$ cat src/rtl/alu_issue_ctrl.sv
// alu_issue_ctrl
//   Requester-side issue/writeback controller for the SPU ALU. Accepts a
//   decoded instruction over valid/ready, drives the ALU opCode/inA/inB and
//   holds them for the op latency. It then captures the ALU result and emits
//   a one-cycle writeback carrying per-32-bit-word zero flags.
//
// Ports
//   clk_fake     : clock (this block uses posedge; the ALU samples on negedge)
//   reset        : synchronous, active-high reset
//   in_valid     : instruction valid
//   in_ready     : block can accept an instruction (state == IDLE)
//   in_opCode    : instruction opcode
//   in_rt        : destination register
//   in_opA/B     : operands
//   alu_opCode   : ALU opcode, 0 = idle
//   alu_inA/B    : ALU operands
//   alu_dataOut  : ALU result
//   wb_valid     : one-cycle writeback strobe
//   wb_rt        : writeback destination
//   wb_data      : writeback data
//   wb_zero      : wb_zero[i] = (wb_data word i == 0)
//   wb_err       : illegal opcode flag, qualified by wb_valid
module alu_issue_ctrl #(
  parameter int unsigned dataWidth    = 128,
  parameter int unsigned regAddrWidth = 7,
  parameter int unsigned latAdd       = 1,
  parameter int unsigned latMul       = 2
) (
  input  logic                    clk_fake,
  input  logic                    reset,
  input  logic                    in_valid,
  output logic                    in_ready,
  input  logic [5:0]              in_opCode,
  input  logic [regAddrWidth-1:0] in_rt,
  input  logic [dataWidth-1:0]    in_opA,
  input  logic [dataWidth-1:0]    in_opB,
  output logic [5:0]              alu_opCode,
  output logic [dataWidth-1:0]    alu_inA,
  output logic [dataWidth-1:0]    alu_inB,
  input  logic [dataWidth-1:0]    alu_dataOut,
  output logic                    wb_valid,
  output logic [regAddrWidth-1:0] wb_rt,
  output logic [dataWidth-1:0]    wb_data,
  output logic [3:0]              wb_zero,
  output logic                    wb_err
);

  localparam int unsigned LAT_MAX = (latAdd > latMul) ? latAdd : latMul;
  localparam int unsigned CW      = (LAT_MAX < 2) ? 1 : $clog2(LAT_MAX + 1);
  localparam int unsigned NWORDS  = (dataWidth / 32 < 4) ? dataWidth / 32 : 4;

  typedef enum logic [1:0] {IDLE, EXEC, ERR} state_t;

  state_t                  state, state_next;
  logic [CW-1:0]           counter;
  logic [regAddrWidth-1:0] rt_q;

  logic                    accept;
  logic                    legal;
  logic [CW-1:0]           lat_m1;
  logic                    exec_done;
  logic [3:0]              zero_next;

  // Opcode decode and latency selection
  always_comb begin
    legal  = 1'b0;
    lat_m1 = CW'(latAdd - 1);
    unique case (in_opCode)
      6'd4, 6'd6, 6'd28, 6'd30: legal = 1'b1;
      6'd8: begin
        legal  = 1'b1;
        lat_m1 = CW'(latMul - 1);
      end
      default: legal = 1'b0;
    endcase
  end

  always_comb begin
    in_ready  = (state == IDLE);
    accept    = in_valid && (state == IDLE);
    exec_done = (state == EXEC) && (counter == '0);
  end

  // Zero flags come straight from the ALU result being captured
  always_comb begin
    zero_next = '0;
    for (int unsigned i = 0; i < NWORDS; i++) begin
      zero_next[i] = (alu_dataOut[32*i +: 32] == 32'd0);
    end
  end

  always_comb begin
    state_next = state;
    unique case (state)
      IDLE: if (accept) state_next = legal ? EXEC : ERR;
      EXEC: if (counter == '0) state_next = IDLE;
      ERR:  state_next = IDLE;
      default: state_next = IDLE;
    endcase
  end

  always_ff @(posedge clk_fake) begin
    if (reset) state <= IDLE;
    else       state <= state_next;
  end

  always_ff @(posedge clk_fake) begin
    if (reset) begin
      counter    <= '0;
      rt_q       <= '0;
      alu_opCode <= '0;
      alu_inA    <= '0;
      alu_inB    <= '0;
      wb_valid   <= 1'b0;
      wb_rt      <= '0;
      wb_data    <= '0;
      wb_zero    <= '0;
      wb_err     <= 1'b0;
    end else begin
      wb_valid <= 1'b0;
      if (accept) begin
        rt_q <= in_rt;
        if (legal) begin
          alu_opCode <= in_opCode;
          alu_inA    <= in_opA;
          alu_inB    <= in_opB;
          counter    <= lat_m1;
        end
      end
      if (state == EXEC && counter != '0) begin
        counter <= counter - 1'b1;
      end
      if (exec_done) begin
        wb_valid   <= 1'b1;
        wb_rt      <= rt_q;
        wb_data    <= alu_dataOut;
        wb_zero    <= zero_next;
        wb_err     <= 1'b0;
        alu_opCode <= '0;
      end
      if (state == ERR) begin
        wb_valid <= 1'b1;
        wb_rt    <= rt_q;
        wb_data  <= '0;
        wb_zero  <= '0;
        wb_err   <= 1'b1;
      end
    end
  end

endmodule

$ cat config.mk
export PLATFORM = sky130hd
export DESIGN_NAME = alu_issue_ctrl
export DESIGN_NICKNAME = d
export VERILOG_FILES = /design/src/rtl/alu_issue_ctrl.sv
export SDC_FILE = /design/constraint.sdc
export NUM_CORES = 1
export LEC_CHECK = 0
export ABC_AREA = 1
export BUFFER_PORTS_ARGS = -buffer_cell sky130_fd_sc_hd__buf_4
export CAP_MARGIN = 10
export CORE_AREA = 2 2 312 314
export DETAILED_ROUTE_END_ITERATION = 10
export DIE_AREA = 0 0 314 316
export PLACE_DENSITY = 0.41
export SETUP_SLACK_MARGIN = 0.2
export SYNTH_ARGS = -nofsm -noshare
export SYNTH_HDL_FRONTEND = slang
export SYNTH_SLANG_ARGS = --single-unit
$ cat constraint.sdc
create_clock -name clk_fake -period 2 [get_ports clk_fake]
set_input_delay 0.3 -clock clk_fake [delete_from_list [all_inputs] [get_ports clk_fake]]
set_output_delay 0.3 -clock clk_fake [all_outputs]
set_load 0.03 [all_outputs]
Word-level counts from Yosys, hierarchy flattened
Index checks and enable logic that the tools add are counted.
- flip-flop bits (word level): 414
- bits of input ports: 400
- output and inout port bits: 404
- add/subtract/negate cells: 1
- equal/unequal tests: 9
- mux-type cells: 15
- reduce and logical (&&, ||, !) cells: 19
- operators by type and width (operator ; number):
    zero test 32 bit ; 4
    two-way mux 7 bit ; 2
    equality test 6 x 3 -> 1 bit, second input constant ; 2
    equality test 6 x 5 -> 1 bit, second input constant ; 2
    two-way mux 2 bit ; 6
    nonzero test 2 bit ; 4
    equality test 6 x 4 -> 1 bit, second input constant ; 1
    two-way mux 1 bit ; 6
    AND reduction 2 bit ; 3
    OR reduction 5 bit ; 1
    zero test 2 bit ; 2
    one-hot mux 2 bit (2 select lines) ; 1
    OR reduction 2 bit ; 2
    logical AND 1 bit ; 3
    equality test 2 x 1 -> 1 bit, second input constant ; 1
    equality test 2 bit, second input constant ; 1
    != test 2 x 1 -> 1 bit, second input constant ; 1
    != test 2 bit, second input constant ; 1
    subtractor 2 x 1 -> 2 bit, second input constant ; 1

Longest topological paths before layout
- word-level depth: 6
- gate-level depth with buffers: 10

Worst setup path before layout
No wires, ideal clock.
- path type: register -> register
- start: register state[1]
- end: register alu_inA[89]
- library setup time: 116 ps
- arrival: 1392 ps
- required time: 1884 ps
- path slack: 492 ps
- stages on the path, launching flop included: 9
- cell sequence: dfxtp_1 nor2_4 nand2_4 inv_2 nand2_2 buf_4 buf_4 o21ai_0 nor2_1
- longest elaborated chain between the ends: 3
- ends and longest elaborated chain (what ; RTL line ; source):
    start: declaration ; 54 ; state_t state, state_next;
    start signal: assignment ; 104 ; else state <= state_next;
    zero test 2 bit ; - ;
    named net in_ready ; 32 ; output logic in_ready,
    logical AND 1 bit ; 80 ; accept = in_valid && (state == IDLE);
    AND reduction 2 bit (no line) ; - ;
    end signal: assignment ; 125 ; alu_inA <= in_opA;
    end: declaration ; 38 ; output logic [dataWidth-1:0] alu_inA,
The timed path passes the listed nets, and every way through them passes these cells.
A chain may end at the register's enable or synchronous reset.

Final worst setup path
- start: input port in_opCode[4]
- end: register alu_inA[12]
- longest elaborated chain between the ends: 4
- elaborated cells between the ends (all ways): 8
- classes of those cells: eq/ne: 5; mux: 1; reduce/logical: 2
- ends and longest elaborated chain (what ; RTL line ; source):
    start: declaration ; 33 ; input logic [5:0] in_opCode,
    equality test 6 x 4 -> 1 bit (tied with other cells) ; 68 ; unique case (in_opCode)
    OR reduction 5 bit (no line) * ; - ;
    two-way mux 1 bit * ; 68 ;
    AND reduction 2 bit (no line) * ; - ;
Mark *: on every way between the ends. The rest lies on a longest branch, timed or not.

==> impl_metrics.ini <==
[hold_path]
hp-class = in2reg

[critical_path]
cp_slowest_cell = dlygate4sd3_1
regToRegSetupSlack_ns = 0.33
critPathTopFamily = buffers and inverters
crit_top_cell = buf_4
crit_buf_inv = 6
worstPathMaxFanout = 24
worstPathArrival_ns = 2.27
crit_type = in2reg
crit_path_start_kind = input port
cpPeakStageDelay_ns = 0.53
cp_cell_sequence = dlygate4sd3_1 > buf_4 > nor2_1 > nand3_1 > o21ai_1 > buf_4 > nand2_8 > buf_12 > buf_16 > buf_4 > o21ai_0 > nor2_1
crit_path_end_kind = flop
cp_data_required_time_ns = 2.51

[route]
ant_nets = 0
wl_per_cell_um = 16.6
wl_um = 73400
firstDrtPassIters = 5
drtIter0Drc = 864
vias = 17000
routed_via_density = 3.83
drc = 0

[grt]
gr-usage-all-layers_pct = 13.6
grt_pass1_wl_um = 104000
antenna_found_initial = 4
grt_pass1_vias = 17100
grt_max_degree = 55
overflow = 0

[final_layout]
final_core_utilization_pct = 29.4
n_fill_cell = 10500
area_growth_pct = 90.9
multi_input_area_um2 = 5730
final_nets = 3522
drive_above_1_share_pct = 31.2
seqCellArea_um2 = 8290

[logic_synthesis]
syn_area_per_cell_um2 = 7.72
yosys.area.top_type_share_pct = 56.0
synth_common_cells = nor2_1 (640), dfxtp_1 (414), nand2_1 (284)
synthCells = 1917
ys_ff_latch = 414
synth_ff_type = dfxtp_1
ys_top_cells_by_area = dfxtp_1 (56%), nor2_1 (16%), o21ai_0 (9.3%), nand2_1 (7.2%), a21oi_1 (4.3%)
synth-edff-count = 0
synth_nets = 2318
async_flop_share_pct = 0
yosysMostFrequentCell = nor2_1
ys_types = 29
yosys_warnings = 0
synth_top_area_cell = dfxtp_1
syn-cell-area_um2 = 14800
synth-seq-area-share_pct = 56.0

[cts]
cts_buffers = 50
clk_latency_ns = 0.61
cts_sinks = 414
root_buffer = clkbuf_16
path_clk_slew_ns = 0.06
ctsHtreeMaxLevel = 2
cts_buffer_depth = 3
cts_tree = yes

[power]
leakage_nw = 12.0
power_density_nw_per_um2 = 723
vdd_ir_drop_max_mv = 0.512

[sta]
slew_violations = 0
rsz0062_at_grt = yes
setup_viol = 0
post-route-min-period_ns = 1.76
hold_viol_final = 0
finalCritPeriodShare_pct = 88.0
fmax_mhz = 568
tightest_slew_ns = 0.351
tns_ns = 0
slew_headroom_pct = 76.3
finalClockSkew_ns = 0.0216

[floorplanning]
ios = 804
die_y_um = 316
die_w_um = 314
start_util_pct = 15.4
core_region_area_um2 = 96000
dieArea_um2 = 99200
std_cell_rows = 114

[placed_design]
globalplace.congestion = 0.817
dp_hpwl_um = 53900
io_buffers = 803

[run_status]
status = finished clean

[flow_run]
maxCapViolations = 0
tightest hold or removal path, delay by kind of cell:
family	cells	cell delay [ns]
buf+inv	2	0.21
simple gates	1	0.06
compound gates	1	0.08
per-stage QoR:
step	std cells	instance area [um2]	hold WS, ns	total power [mW]	setup WS, ns
CTS	4413	27900	0.00592	20.7	0.215
floorplan	1917	14800	0.369	9.66	0.492
global route	4433	28200	0.0538	21.3	0.155
detailed placement	3945	22500	0.433	11.0	0.0380
finish	4433	28200	0.0774	20.4	0.239
global placement	3945	22500	0.436	11.0	0.0404
per-layer routing:
metal  part of all wire [%]  vias to the layer above  global-route usage, %
li1                       -                     8564                      -
met1                     42                     7757                   16.6
met2                     47                      525                   22.6
met3                    6.4                      138                   3.44
met4                    3.8                        2                   6.15
met5                  0.018                        -                      0
power by group:
part	switching (mW)	total [mW]	internal [mW]
combinational	1.38	2.91	1.52
clock	3.79	8.95	5.16
sequential	0.107	8.55	8.44
total	5.28	20.4	15.1
logic make-up after synthesis:
logic type               after synthesis  synth area share [%]
adder cells (fa/ha/maj)                1                0.0846
buffers and inverters                144                  5.46
AND/OR/NAND/NOR                      948                  24.4
flip-flops                           414                  56.0
AO/OA/AOI/OAI                        410                  14.0
area by class of cell:
cell class / instances / share of cell area (%)
repair buffers: 1281 / 38.8
flip-flops and latches: 414 / 29.4
multi-input cells: 1359 / 20.3
well taps: 1276 / 5.65
clock buffers: 74 / 5.18
clock inverters: 13 / 0.399
inverters: 15 / 0.288
diodes: 1 / 0.00886
registers in the layout, summed over array words and instances (netlist names):
name,cells
alu_inA,128
alu_inB,128
alu_opCode,6
counter,2
rt_q,7
state,2
wb_data,128
wb_err,1
wb_rt,7
wb_valid,1
wb_zero,4
worst paths after layout:
kind            startpoint             to  cells after the start
max           in_opCode[4]    alu_inA[12]                     12
min             in_opB[77]    alu_inB[77]                      4
max reg2reg       state[1]    alu_inA[12]                      9
min reg2reg  alu_opCode[0]  alu_opCode[0]                      2
cells in the final DEF, fill, tap and decap left out, types with 2 or more instances in the layout:
cell,Yosys,routed
buf_4,5,869
nor2_1,640,640
dfxtp_1,414,414
dlygate4sd3_1,0,381
nand2_1,284,283
o21ai_0,274,255
a21oi_1,128,128
clkbuf_16,0,55
o21ai_1,1,20
buf_12,0,19
nand3_1,14,14
clkbuf_1,42,12
clkbuf_8,0,12
inv_1,13,11
clkinv_2,0,8
inv_6,0,3
o21bai_1,3,3
o21a_1,3,3
buf_16,0,3
nand2_4,1,2
or2_2,2,2
nor3_1,2,2
buf_6,20,2
what timing repair did:
item	in CTS	in global routing
resized for setup	2	28
setup buffers	0	14
pin swaps	0	2
gates cloned	0	5
setup endpoints to repair	78	339
hold endpoints to repair	386	0
hold buffers	381	0
Power figures use the tool's default switching activity.
